$ cat config.mk
export PLATFORM = sky130hd
export DESIGN_NAME = jk_cmd_driver
export DESIGN_NICKNAME = d
export VERILOG_FILES = /design/src/rtl/jk_cmd_driver.sv
export SDC_FILE = /design/constraint.sdc
export NUM_CORES = 1
export LEC_CHECK = 0
export CORE_MARGIN = 2
export CORE_UTILIZATION = 50
export CTS_BUF_LIST = sky130_fd_sc_hd__clkbuf_2 sky130_fd_sc_hd__clkbuf_4 sky130_fd_sc_hd__clkbuf_8
export DETAILED_ROUTE_END_ITERATION = 8
export PLACE_DENSITY = 0.77
export SYNTH_ARGS = -nofsm -noshare
export SYNTH_HDL_FRONTEND = slang
export SYNTH_SLANG_ARGS = --single-unit
$ cat constraint.sdc
create_clock -name i_clk -period 7.45 [get_ports i_clk]
set_clock_uncertainty 0.1 [all_clocks]
set_input_delay 0.745 -clock i_clk [delete_from_list [all_inputs] [get_ports i_clk]]
set_output_delay 0.745 -clock i_clk [all_outputs]
set_load 0.01 [all_outputs]
$ cat src/rtl/jk_cmd_driver.sv
// jk_cmd_driver
//   Queues {J,K} drive commands in a small FIFO and plays each one onto a
//   downstream JK flip-flop for (len + 1) clock cycles. Successive commands
//   are played with no idle gap. o_done pulses once per completed command.
//
// Ports
//   i_clk        single clock, rising edge
//   i_rst        synchronous reset, active-high
//   i_cmd_valid  command present on i_cmd / i_cmd_len
//   i_cmd        {J,K}: 00 hold, 01 reset, 10 set, 11 toggle
//   i_cmd_len    drive duration minus one, in cycles
//   o_cmd_ready  FIFO can accept a command this cycle
//   o_j, o_k     registered J/K drive
//   o_busy       a command is being driven
//   o_done       one-cycle completion pulse
//   o_level      FIFO occupancy, 0..P_DEPTH
//
// state   | meaning
// --------+-------------------------------------------------------------
// S_IDLE  | nothing being driven, o_j = o_k = 0, waiting for a FIFO entry
// S_DRIVE | holding o_j/o_k while the down-counter runs to terminal count
module jk_cmd_driver #(
  parameter int P_DEPTH = 4,
  parameter int P_LEN_W = 4
) (
  input  logic                       i_clk,
  input  logic                       i_rst,
  input  logic                       i_cmd_valid,
  input  logic [1:0]                 i_cmd,
  input  logic [P_LEN_W-1:0]         i_cmd_len,
  output logic                       o_cmd_ready,
  output logic                       o_j,
  output logic                       o_k,
  output logic                       o_busy,
  output logic                       o_done,
  output logic [$clog2(P_DEPTH):0]   o_level
);

  localparam int PTR_W = $clog2(P_DEPTH);
  localparam int ENT_W = 2 + P_LEN_W;
  localparam logic [PTR_W:0] FULL_LVL = (PTR_W + 1)'(P_DEPTH);

  typedef enum logic {
    S_IDLE,
    S_DRIVE
  } state_e;

  logic [ENT_W-1:0]   mem_q [P_DEPTH];
  logic [PTR_W-1:0]   wr_ptr_q, wr_ptr_d;
  logic [PTR_W-1:0]   rd_ptr_q, rd_ptr_d;
  logic [PTR_W:0]     level_q, level_d;
  logic [P_LEN_W-1:0] cnt_q, cnt_d;
  state_e             state_q, state_d;
  logic               j_q, j_d;
  logic               k_q, k_d;
  logic               done_q, done_d;
  logic               push;
  logic               pop;
  logic [ENT_W-1:0]   head;

  // Ready is taken from the registered level, so a pop on the same edge
  // as a full FIFO does not open a slot until the following cycle.
  assign o_cmd_ready = !i_rst && (level_q != FULL_LVL);
  assign push        = i_cmd_valid && o_cmd_ready;
  assign head        = mem_q[rd_ptr_q];

  always_comb begin
    state_d = state_q;
    j_d     = j_q;
    k_d     = k_q;
    cnt_d   = cnt_q;
    done_d  = 1'b0;
    pop     = 1'b0;
    case (state_q)
      S_IDLE: begin
        j_d = 1'b0;
        k_d = 1'b0;
        if (level_q != '0) begin
          pop        = 1'b1;
          {j_d, k_d} = head[ENT_W-1 -: 2];
          cnt_d      = head[P_LEN_W-1:0];
          state_d    = S_DRIVE;
        end
      end
      S_DRIVE: begin
        if (cnt_q != '0) begin
          cnt_d = cnt_q - 1'b1;
        end else begin
          done_d = 1'b1;
          if (level_q != '0) begin
            // chain straight into the next command, no idle cycle
            pop        = 1'b1;
            {j_d, k_d} = head[ENT_W-1 -: 2];
            cnt_d      = head[P_LEN_W-1:0];
          end else begin
            j_d     = 1'b0;
            k_d     = 1'b0;
            state_d = S_IDLE;
          end
        end
      end
      default: begin
        state_d = S_IDLE;
      end
    endcase
  end

  always_comb begin
    wr_ptr_d = wr_ptr_q + PTR_W'(push);
    rd_ptr_d = rd_ptr_q + PTR_W'(pop);
    case ({push, pop})
      2'b10:   level_d = level_q + 1'b1;
      2'b01:   level_d = level_q - 1'b1;
      default: level_d = level_q;
    endcase
  end

  always_ff @(posedge i_clk) begin
    if (i_rst) begin
      state_q  <= S_IDLE;
      wr_ptr_q <= '0;
      rd_ptr_q <= '0;
      level_q  <= '0;
      cnt_q    <= '0;
      j_q      <= 1'b0;
      k_q      <= 1'b0;
      done_q   <= 1'b0;
    end else begin
      state_q  <= state_d;
      wr_ptr_q <= wr_ptr_d;
      rd_ptr_q <= rd_ptr_d;
      level_q  <= level_d;
      cnt_q    <= cnt_d;
      j_q      <= j_d;
      k_q      <= k_d;
      done_q   <= done_d;
    end
  end

  // Storage needs no reset: an entry is only read after being written.
  always_ff @(posedge i_clk) begin
    if (push) begin
      mem_q[wr_ptr_q] <= {i_cmd, i_cmd_len};
    end
  end

  assign o_j     = j_q;
  assign o_k     = k_q;
  assign o_busy  = (state_q == S_DRIVE);
  assign o_done  = done_q;
  assign o_level = level_q;

endmodule

* Yosys cells after proc, flatten, opt, wreduce, memory -nomap -nowiden
Memories as Yosys holds them, arrays and structs flattened. A register that Yosys moved wholly into a read port is not among the register bits.
Index checks and enable logic that the tools add are counted.
** Word-level totals
- Register bits after elaboration :: 15
- Latch bits :: 0
- Memory bits (writable) :: 24
- ROM bits :: 0
- Input bits :: 9
- Output and inout bits :: 8
- Word-level logic and storage cells :: 45
- Memories kept :: 1
** Cells by class
- $add $sub $neg :: 5
- Multiply operators :: 0
- Div/mod/pow operators :: 0
- Magnitude comparators :: 0
- Eq/ne operators :: 4
- Shifts and indexed selects :: 0
- Multiplexer cells :: 19
- Bitwise gates (word level) :: 1
- Reduce and logical (&&, ||, !) cells :: 7
** Memories
- mem_q :: depth 4, width 6, rd ports 1, clocked after Yosys merged registers in 1, wr ports 1, line 48 : logic [ENT_W-1:0] mem_q [P_DEPTH];
** Operators with widths (number)
- $mux W1 :: 10
- $mux W4 :: 2
- $pmux W1 S2 :: 4
- $pmux W4 S2 :: 1
- $pmux W3 S2 :: 1
- $add A2 B1 Y2 :: 2
- $reduce_bool A4 Y1 :: 1
- $sub A4 B1 Y4 const B :: 1
- $add A3 B1 Y3 const B :: 1
- $ne A3 B3 Y1 const B :: 1
- $reduce_bool A3 Y1 :: 1
- $sub A3 B1 Y3 const B :: 1
- $eq A2 B1 Y1 const B :: 1
- $eq A2 B2 Y1 const B :: 1
- $logic_and A1 B1 Y1 :: 2
- $mux W2 :: 1
- $ne A2 B2 Y1 const B :: 1
- $reduce_bool A2 Y1 :: 1
- $reduce_or A2 Y1 :: 1
- $logic_not A1 Y1 :: 1
- $not A1 Y1 :: 1

* Logic depth before layout (Yosys ltp)
- Depth after elaboration :: 6
- Gate-level depth with buffers :: 10
- Mapped depth without buffers :: 10

* Worst setup path after synthesis
OpenSTA, ideal clock, no wires.
- Path type :: reg2reg
- From :: reg cnt_q[0]
- To :: reg level_q[2], in the netlist o_level[2]
- Library setup time :: 0.071 ns
- Arrival :: 2.334 ns
- Data required time :: 7.279 ns
- Path slack :: 4.945 ns
- Cell stages (with the launch flop) :: 11
- Buffers on the path :: 0
- Period minus slack after synthesis :: 2.505 ns
- Path through :: dfxtp_1 inv_1 ha_1 or3b_4 a21oi_4 ha_1 inv_1 fa_1 xor2_1 or3_1 a21oi_1
** On the way
- Word-level cells in the longest chain between the ends :: 5
- Elaborated cells between the ends (all ways) :: 7
- Those cells by class :: 2 x eq/ne; 3 x mux; 2 x reduce/logical
** Ends and longest elaborated chain
- from (decl) :: line 52 : logic [P_LEN_W-1:0] cnt_q, cnt_d;
- from (signal assigned) :: line 133 : cnt_q <= cnt_d;
- $reduce_bool A4 Y1 (*) :: line 86 : if (cnt_q != '0) begin
- $mux W1 (*) :: line 86
- $pmux W1 S2 (*) :: line 74 : case (state_q)
- $eq A2 B1 Y1 / $eq A2 B2 Y1 (equally long branches) :: line 111 : case ({push, pop})
- $pmux W3 S2 / $reduce_bool A2 Y1 (equally long branches)
- to (signal assigned) :: line 132 : level_q <= level_d;
- to (decl) :: line 51 : logic [PTR_W:0] level_q, level_d;
Every way passes the cells marked *; elsewhere a longest branch is shown, timed or not.
A chain may end at the register's enable or synchronous reset.

* Worst setup path in the final report
- From :: in i_rst
- To :: out o_cmd_ready
** On the way
- Word-level cells in the longest chain between the ends :: 2
** Ends and longest elaborated chain
- from (decl) :: line 27 : input logic i_rst,
- $logic_not A1 Y1 :: line 63 : assign o_cmd_ready = !i_rst && (level_q != FULL_LVL);
- $logic_and A1 B1 Y1 :: line 63
- to (decl) :: line 31 : output logic o_cmd_ready,
No other way between the ends.

==> flow_summary.yaml <==
outcome:
  status: "finished, final reports clean"
synth:
  synthesis.nets: 126
  synth_top_family_by_area: "simple AND/OR/NAND/NOR gates"
  yosys_warnings: 0
  synthDistinctLibCells: 33
  synth_simple_gate_area_frac: 0.107
  ys_seq_area_frac: 0.616
  synth_cells: 111
  synth_fa_ha_area_frac: 0.0498
  synthMuxAreaShare: 0.0966
  synth_compound_area_frac: 0.0777
  syn_area_um2: 1660
  syn-mean-instance-area_um2: 14.9
  synth-xor-area-share: 0.0211
  ys_ff_latch: 39
worst_hold_path:
  hold_depth: 2
  min_path_type: "flop to flop"
worst_setup_path:
  end_kind: "output port"
  critical_path_buf_inv_count: 2
  worstPathRequired_ns: 6.61
  worstPathCellList: "clkdlybuf4s50_1 -> a31oi_1 -> clkdlybuf4s50_1"
  crit_cells: 3
  crit_arrival_ns: 2.37
  cp_common_cell: "clkdlybuf4s50_1"
  critPathLaunchType: "primary input"
  r2r_cells: 10
  critPathKind: "primary input to output port"
  cp_max_fo: 16
  critPathTopFamily: "buffers and inverters"
  critPathSlowestCell: "clkdlybuf4s50_1"
  critPathMaxStageDelay_ns: 0.70
floorplan:
  io_pins: 17
  initial_core_util: 0.534
  dieWidth_um: 61.6
  die_h_um: 61.6
  core_area_um2: 3100
  design.die.area_um2: 3790
  rows: 20
pwr:
  p_per_area_nw_per_um2: 366
  total_power_mw: 0.702
  ir_drop_mv: 0.154
  leakage_nw: 0.664
drt:
  first_pass_iters: 3
  drt-initial-drc-count: 33
  vias: 920
  finalWirelength_um: 2520
  wl_per_cell_um: 14.4
  avgViaCountPerCell: 5.26
  final_antenna_net_count: 0
  drc: 0
clock_network:
  clock_sinks: 39
  htree_levels: 2
  clock_latency_ns: 0.33
  cts_tree: "done"
  cts_resized: 0
  postCtsSetupBuffers: 0
  cts-buffers-inserted: 5
  clk_pin_slew_ns: 0.11
  ctsHoldBuffers: 0
  root_buffer: "clkbuf_4"
  max-clock-path-buffers: 2
sta:
  final_hold_viol_count: 0
  holdWs_ns: 0.449
  rsz0062_at_grt: "false"
  tns_ns: 0
  slew_headroom: 0.279
  timing.final.crit_period_ns: 3.21
  fin_crit_sh: 0.431
  drv_slew: 0
  fmax_mhz: 311
  setup_violations: 0
  tightest_slew_ns: 1.07
placement:
  port-buffer-count: 16
  gp_congestion: 0.792
  dp_hpwl_um: 1790
global_routing:
  antenna_found_initial: 0
  grt_pass1_wl_um: 4200
  grt_pass1_vias: 905
  grt_usage: 0.158
  grt_start_max_net_pins: 17
  grt_overflow_total: 0
cells_and_area:
  insertedDiodeCount: 0
  nNetsFinal: 145
  final_util: 0.619
  area_growth_pct: 15.8
  drive_gt1_frac: 0.122
  fillers: 269
run:
  cap_viol_max_count: 0
## worst paths after layout
| check | start | to | slack (ns) |
|---|---|---|---|
| setup / recovery | i_rst | o_cmd_ready | 4.24 |
| hold reg to reg | o_j | o_j | 0.45 |
| setup reg to reg | cnt_q[0] | o_level[2] | 4.72 |
| hold / removal | o_j | o_j | 0.45 |
## state kept, by name, summed over array words and instances (netlist names)
name      count
o_k           1
wr_ptr_q      2
rd_ptr_q      2
o_busy        1
mem_q        24
o_level       3
o_j           1
cnt_q         4
o_done        1
## Yosys cell counts (all sizes together)
| master | n | area (um^2) |
|---|---|---|
| or3 | 1 | 6.26 |
| nand3b | 1 | 7.51 |
| nand2 | 3 | 11.3 |
| inv | 6 | 22.5 |
| mux2i | 1 | 10.0 |
| and2 | 1 | 8.76 |
| xor2 | 2 | 17.5 |
| nor3b | 4 | 30.0 |
| and3 | 1 | 6.26 |
| nor2b | 5 | 38.8 |
| o21ai | 3 | 15.0 |
| o311a | 1 | 10.0 |
| nor4 | 1 | 6.26 |
| a31oi | 2 | 12.5 |
| clkbuf | 2 | 7.51 |
| or3b | 1 | 11.3 |
| fa | 1 | 20.0 |
| nor3 | 2 | 21.3 |
| nor2 | 8 | 30.0 |
| a22oi | 3 | 22.5 |
| dfxtp | 15 | 300 |
| xnor2 | 2 | 17.5 |
| edfxtp | 24 | 721 |
| ha | 5 | 62.6 |
| a21oi | 5 | 36.3 |
| a211oi | 2 | 25.0 |
| a21boi | 1 | 7.51 |
| mux4 | 6 | 150 |
| buf | 2 | 22.5 |
## metrics by stage
stage	worst slack (ns)	instance area, um^2	std cells
after global routing	4.13	1920	175
after floorplan	4.94	1660	111
final	4.24	1920	175
after CTS	4.22	1920	175
after detailed placement	4.06	1840	167
after global placement	4.24	1840	167
## final cells by class
type	instances	area, um^2	share of cell area
multi-input combinational	62	584	0.304
clock buffer	5	37.5	0.0196
inverter	6	22.5	0.0117
timing repair buffer	16	160	0.0834
sequential	39	1020	0.532
clock inverter	3	38.8	0.0202
tap	44	55.1	0.0287
## power breakdown
part	internal [mW]	switching, mW	leakage (nW)
sequential	0.262	0.0417	0.341
combinational	0.140	0.125	0.280
clock	0.0690	0.0646	0.0426
total	0.471	0.231	0.664
## layout by cell type (no fill, tap or decap)
| master | Yosys | routed |
|---|---|---|
| edfxtp_1 | 24 | 24 |
| clkdlybuf4s50_1 | 0 | 16 |
| dfxtp_1 | 15 | 15 |
| nor2_1 | 8 | 8 |
| inv_1 | 6 | 6 |
| ha_1 | 5 | 5 |
| clkbuf_4 | 0 | 5 |
| nor3b_1 | 4 | 4 |
| a21oi_1 | 4 | 4 |
| mux4_1 | 4 | 4 |
| nor2b_1 | 4 | 4 |
| nand2_1 | 3 | 3 |
| o21ai_0 | 3 | 3 |
| a22oi_1 | 3 | 3 |
| a31oi_1 | 2 | 2 |
| xnor2_1 | 2 | 2 |
| xor2_1 | 2 | 2 |
| mux4_2 | 2 | 2 |
| a211oi_2 | 2 | 2 |
| or3b_4 | 1 | 1 |
| nor3_4 | 1 | 1 |
| a21oi_4 | 1 | 1 |
| nor3_1 | 1 | 1 |
| and3_1 | 1 | 1 |
| or3_1 | 1 | 1 |
| a21boi_1 | 1 | 1 |
| o311a_1 | 1 | 1 |
| nor4_1 | 1 | 1 |
| and2_4 | 1 | 1 |
| nand3b_1 | 1 | 1 |
| nor2b_4 | 1 | 1 |
| mux2i_1 | 1 | 1 |
| fa_1 | 1 | 1 |
| clkinv_1 | 0 | 1 |
| clkinv_2 | 0 | 1 |
| bufinv_16 | 0 | 1 |
## worst register-to-register path: stages (launching register included)
cell,delay [ns]
dfxtp_1,0.36
inv_1,0.09
ha_1,0.15
or3b_4,0.42
a21oi_4,0.26
ha_1,0.22
inv_1,0.06
fa_1,0.37
xor2_1,0.16
or3_1,0.31
a21oi_1,0.15
## cells by family (layout without fill, tap and decap cells)
kind of cell / count (synthesis) / in the layout
flops: 39 / 39
simple gates: 28 / 28
compound gates: 17 / 17
buf+inv: 10 / 30
mux: 7 / 7
fa+ha+maj: 6 / 6
xor+xnor: 4 / 4
## per-layer routing
metal | global-route usage | share of wire | up-vias
met4 | 0.0456 | 0.0083 | 0
met1 | 0.198 | 0.45 | 451
met2 | 0.263 | 0.52 | 13
met3 | 0.0504 | 0.026 | 4
met5 | 0 | 0 | -
li1 | - | - | 452
Note: power is estimated with default switching activity, not from simulation.
